**src/rtl/sn_accum.sv**
```systemverilog
// Stochastic-number MAC accumulator: sums popcount(act AND weight) over one stream window of up to MAX_LEN cycles.
// Latency: the result is offered (o_valid) on the edge after the first sampled i_isgen=0 cycle that ends the stream.
// Backpressure: the result is held until i_ready; a stream that arrives while a result is held is discarded and flags o_err.
//
// Ports:
//   i_clk_sn_acc, i_rst_n_sn_acc : clock (rising edge), asynchronous active-low reset
//   i_isgen                      : stream window, bits valid while high
//   i_sn_bit, i_w_sn_bit         : activation / weight stream bits, one per lane
//   i_ready                      : downstream accepts when high with o_valid
//   o_busy                       : accumulating (ACC state only)
//   o_valid, o_sum, o_len        : held result: ones count and stream length
//   o_err                        : sticky error (overlong stream, or stream overran a held result)
module sn_accum #(
  parameter int LANES   = 4,
  parameter int MAX_LEN = 16
) (
  input  logic             i_clk_sn_acc,
  input  logic             i_rst_n_sn_acc,
  input  logic             i_isgen,
  input  logic [LANES-1:0] i_sn_bit,
  input  logic [LANES-1:0] i_w_sn_bit,
  input  logic             i_ready,
  output logic             o_busy,
  output logic             o_valid,
  output logic [6:0]       o_sum,
  output logic [4:0]       o_len,
  output logic             o_err
);

  localparam int PCW = $clog2(LANES + 1);

  typedef enum logic [1:0] {
    IDLE  = 2'd0,
    ACC   = 2'd1,
    HOLD  = 2'd2,
    DRAIN = 2'd3
  } state_t;

  state_t     state;
  logic [6:0] acc;
  logic [4:0] len;
  logic [PCW-1:0] pc;
  logic       len_full;

  // Per-cycle product: ones in the lane-wise AND of activation and weight.
  always_comb begin
    pc = '0;
    for (int i = 0; i < LANES; i++) begin
      pc = pc + PCW'(i_sn_bit[i] & i_w_sn_bit[i]);
    end
  end

  assign len_full = (len == 5'(MAX_LEN));

  always_ff @(posedge i_clk_sn_acc or negedge i_rst_n_sn_acc) begin
    if (!i_rst_n_sn_acc) begin
      state   <= IDLE;
      acc     <= '0;
      len     <= '0;
      o_busy  <= 1'b0;
      o_valid <= 1'b0;
      o_err   <= 1'b0;
    end else begin
      case (state)
        IDLE: begin
          if (i_isgen) begin
            // The first stream cycle is already counted here.
            state  <= ACC;
            acc    <= 7'(pc);
            len    <= 5'd1;
            o_busy <= 1'b1;
          end
        end

        ACC: begin
          if (!i_isgen) begin
            state   <= HOLD;
            o_busy  <= 1'b0;
            o_valid <= 1'b1;
          end else if (len_full) begin
            // Overlong: drop further bits, keep the result, wait for the window to close.
            state  <= DRAIN;
            o_busy <= 1'b0;
            o_err  <= 1'b1;
          end else begin
            acc <= acc + 7'(pc);
            len <= len + 5'd1;
          end
        end

        DRAIN: begin
          if (!i_isgen) begin
            state   <= HOLD;
            o_valid <= 1'b1;
          end
        end

        HOLD: begin
          // A new stream while a result is held is always lost, at least its
          // first cycle, even when the handshake completes on the same edge.
          if (i_isgen) begin
            o_err <= 1'b1;
          end
          if (i_ready) begin
            state   <= IDLE;
            o_valid <= 1'b0;
          end
        end

        default: begin
          state   <= IDLE;
          o_busy  <= 1'b0;
          o_valid <= 1'b0;
        end
      endcase
    end
  end

  assign o_sum = acc;
  assign o_len = len;

endmodule

```
**config.mk**
```make
export PLATFORM = sky130hd
export DESIGN_NAME = sn_accum
export DESIGN_NICKNAME = d
export VERILOG_FILES = /design/src/rtl/sn_accum.sv
export SDC_FILE = /design/constraint.sdc
export NUM_CORES = 1
export LEC_CHECK = 0
export CELL_PAD_IN_SITES_DETAIL_PLACEMENT = 1
export CELL_PAD_IN_SITES_GLOBAL_PLACEMENT = 1
export CORE_ASPECT_RATIO = 2
export CORE_UTILIZATION = 36
export CTS_CLUSTER_SIZE = 25
export DETAILED_ROUTE_END_ITERATION = 16
export GPL_TIMING_DRIVEN = 1
export HOLD_SLACK_MARGIN = 0.02
export PLACE_DENSITY = 0.91
export REMOVE_ABC_BUFFERS = 1
export SYNTH_ARGS = -nofsm -noshare
export SYNTH_HDL_FRONTEND = slang
export SYNTH_SLANG_ARGS = --single-unit
```
**constraint.sdc**
```tcl
create_clock -name i_clk_sn_acc -period 1.8 [get_ports i_clk_sn_acc]
set_input_delay 0.27 -clock i_clk_sn_acc [delete_from_list [all_inputs] [get_ports i_clk_sn_acc]]
set_output_delay 0.27 -clock i_clk_sn_acc [all_outputs]
set_load 0.1 [all_outputs]
```
==> results of run 1 <==
[cells by family (layout without fill, tap and decap cells)]
kind of cell    after synthesis  after routing  synth area share
simple gates                 39             39            0.2258
compound gates               21             21            0.1117
flops                        17             17            0.4172
fa+ha+maj                     9              9            0.1252
buf+inv                       9             48           0.03557
mux                           5              5           0.05031
xor+xnor                      4              4           0.03435
[cells in the final DEF (no fill, tap or decap), types with 2 or more instances in the layout]
cell and instances:
dfrtp_1 17, nor3_1 2, ha_1 3, buf_6 3, nand2b_1 4, buf_2 4, clkdlybuf4s50_1 5, buf_12 12
nand3_1 3, and2_4 3, buf_4 14, o21ai_1 2, nand2_1 9, ha_4 4, a21oi_1 7, and2_1 2
a21oi_2 2, a21o_1 2, nor2_1 8, inv_1 6, mux2i_1 4, o21ai_0 6, nor2b_1 2, xnor2_1 3
clkbuf_8 3
[metal layers]
layer | GRT usage | vias to the layer above | routed length, um
li1 | - | 429 | -
met1 | 0.2414 | 465 | 1028
met2 | 0.4607 | 32 | 2103
met5 | 0 | - | 0
met4 | 0.1069 | 0 | 142
met3 | 0.02312 | 11 | 108
[power groups by stage]
stage	sequential [mW]	combinational [mW]	clock (mW)
3_3_place_gp	0.526	0.999	0
4_1_cts	0.537	1.14	0.290
2_1_floorplan	0.937	0.209	0
6_report	0.537	1.16	0.290
3_5_place_dp	0.534	1.04	0
5_1_grt	0.546	1.22	0.308
[final cells by class]
cell class	count	area, um^2	area share
multi-input cells	78	661.9	0.4035
repair buffers	38	449.2	0.2738
flip-flops and latches	17	425.4	0.2593
clock buffers	4	45.04	0.02746
well taps	29	36.28	0.02212
inverters	6	22.52	0.01373
[what timing repair did]
item                                    in CTS  in global routing
pin swaps                                   15                  3
endpoints found under the hold margin        0                  0
endpoints found under the setup margin       7                  6
hold buffers                                 0                  0
setup buffers                                2                  1
gates resized for setup                     39                  3
[flip-flops by register name (all words and copies together) (netlist names)]
register,count
o_len,5
o_sum,7
o_err,1
o_valid,1
o_busy,1
state,2
[per-stage QoR]
step | power [mW] | setup WS (ps) | cell area [um^2] | instances | hold WS (ps)
final | 1.988 | -533.6 | 1640 | 172 | 337.0
after floorplan | 1.145 | -653.8 | 1006 | 101 | -25.59
after detailed placement | 1.575 | -1268 | 1483 | 165 | 466.1
after global placement | 1.525 | -1082 | 1483 | 165 | 443.4
after global routing | 2.073 | -586.9 | 1640 | 172 | 367.0
after CTS | 1.969 | -491.4 | 1620 | 171 | 346.6
[critical path: cells and delay by family]
| family | cells | cell delay, ps |
|---|---|---|
| simple gates | 1 | 150 |
| fa+ha+maj | 4 | 1340 |
| buf+inv | 2 | 230 |
| mux | 1 | 260 |
| compound gates | 1 | 80 |
| xor+xnor | 1 | 140 |
[worst paths after layout]
check / cells past startpoint / slack, ps / endpoint / start
setup / recovery: 10 / -530 / o_sum[2]$_DFFE_PN0P_ / i_w_sn_bit[3]
hold / removal: 2 / 340 / o_sum[6]$_DFFE_PN0P_ / i_rst_n_sn_acc
setup reg to reg: 6 / 20 / o_sum[2]$_DFFE_PN0P_ / o_sum[0]$_DFFE_PN0P_
hold reg to reg: 1 / 470 / o_err$_DFFE_PN0P_ / o_err$_DFFE_PN0P_
max in group asynchronous: 2 / 1270 / o_sum[0]$_DFFE_PN0P_ / i_rst_n_sn_acc
min in group i_clk_sn_acc: 1 / 470 / o_err$_DFFE_PN0P_ / o_err$_DFFE_PN0P_
==> impl_metrics.py, run 1 <==
metrics = {
    "outcome": {
        "status": "finished with violations",
        "violations": "setup timing",
    },
    "die": {
        "die_area_mm2": 0.003062,
        "die_x_um": 39.64,
        "core_area_mm2": 0.002703,
        "pin_count": 27,
        "die_y_um": 77.27,
        "placement_rows": 27,
        "start_util": 0.3773,
    },
    "detailed_routing": {
        "drc_errors": 0,
        "drt-pass1-iter-count": 4,
        "postRouteWirelength_um": 3383,
        "drt_iter0_drc": 30,
        "via_per_inst": 5.448,
        "num_vias": 937,
        "wire_per_inst_um": 19.67,
        "drtAntennaViolNets": 0,
    },
    "final_layout": {
        "area_growth_pct": 60.86,
        "fin_nets": 165,
        "fill_cells": 293,
        "diodes": 0,
        "final_util": 0.6069,
        "layout-drive-gt1-share": 0.3706,
    },
    "sta": {
        "period_share": 1.296,
        "rsz0062_at_grt": "yes",
        "fmax_mhz": 428.5,
        "worstMarginPinSlew_ps": 432.2,
        "hold_violations": 0,
        "drv_slew": 0,
        "tns_ps": -2551,
        "setup_slack_ps": -533.6,
        "slew_headroom": 0.7108,
        "fin_crit_ps": 2334,
        "finalSetupViolCount": 6,
        "finalClockSkew_ps": 3.435,
    },
    "logic_synthesis": {
        "yosys.area.top_type": "dfrtp_1",
        "synthCells": 104,
        "async_flop_share": 1.000,
        "synth_cell_types": 27,
        "ys_ff_latch": 17,
        "yosysSeqAreaShare": 0.4172,
        "netlist_top_cells_area": "dfrtp_1 42%, ha_1 8.6%, a21oi_1 4.9%, fa_1 3.9%, mux2i_1 3.9%",
        "synth-edff-count": 0,
        "synth_area_mm2": 0.001020,
        "netlist_top_cells_count": "17 x dfrtp_1, 10 x a21oi_1, 9 x nand2_1",
        "ys_warn_count": 0,
        "yosysMostFrequentCell": "dfrtp_1",
        "synth.avg_cell_area_um2": 9.805,
        "yosysTopAreaCellShare": 0.4172,
        "synthFlopType": "dfrtp_1",
    },
    "clock_tree": {
        "clockRootBuffer": "clkbuf_8",
        "cts_buffers": 3,
        "clk_latency_ps": 260,
        "cts_tree": "done",
        "cts.clk_slew.worst_paths_ps": 70,
        "cts_sinks": 17,
        "clock_path_buffers": 2,
        "htreeDepth": 1,
    },
    "worst_setup_path": {
        "critical_path_class": "in -> reg",
        "path_cells": "buf_6 > and2_4 > fa_1 > ha_4 > ha_4 > fa_2 > buf_6 > xnor2_2 > o21ai_1 > mux2_4",
        "cp_max_fo": 2,
        "max_stage_delay_ps": 570,
        "slowest_stage": "fa_1",
        "cp.arrival_ps": 2480,
        "cp.required_ps": 1940,
        "endpoint_kind": "register",
        "cp-start-kind": "input pin",
    },
    "grt": {
        "grt_pass1_wl_um": 5133,
        "track_usage": 0.2461,
        "grt_pass1_vias": 1091,
        "grt_antenna_before_repair": 0,
        "grt_max_degree": 18,
        "grt_overflow": 0,
    },
    "power_and_ir_drop": {
        "power.leakage_nw": 0.7429,
        "clockPowerShare": 0.146,
        "max-vdd-ir-drop_v": 0.0006241,
        "p_sw_frac": 0.4693,
        "power.internal_mw": 1.055,
        "power.switching_mw": 0.9329,
        "pwr-share-seq": 0.270,
        "powerDensity_mw_per_mm2": 1212,
        "p_comb_frac": 0.584,
    },
    "place": {
        "numPortBuffers": 26,
        "dp_hpwl_um": 2343,
        "gp_congestion": 0.7765,
    },
    "hold_path": {
        "hold_class": "in -> async",
    },
    "flow_run": {
        "drv_cap": 0,
    },
}
Power figures use the tool's default switching activity.
==> inputs of run 2 (changes only) <==
--- a/config.mk
+++ b/config.mk
@@ -11,7 +11,6 @@
 export CORE_UTILIZATION = 36
 export CTS_CLUSTER_SIZE = 25
 export DETAILED_ROUTE_END_ITERATION = 16
-export GPL_TIMING_DRIVEN = 1
 export HOLD_SLACK_MARGIN = 0.02
 export PLACE_DENSITY = 0.91
 export REMOVE_ABC_BUFFERS = 1
==> results of run 2 <==
Same layout as run 1: the final DEF is identical, and so are final timing and power.
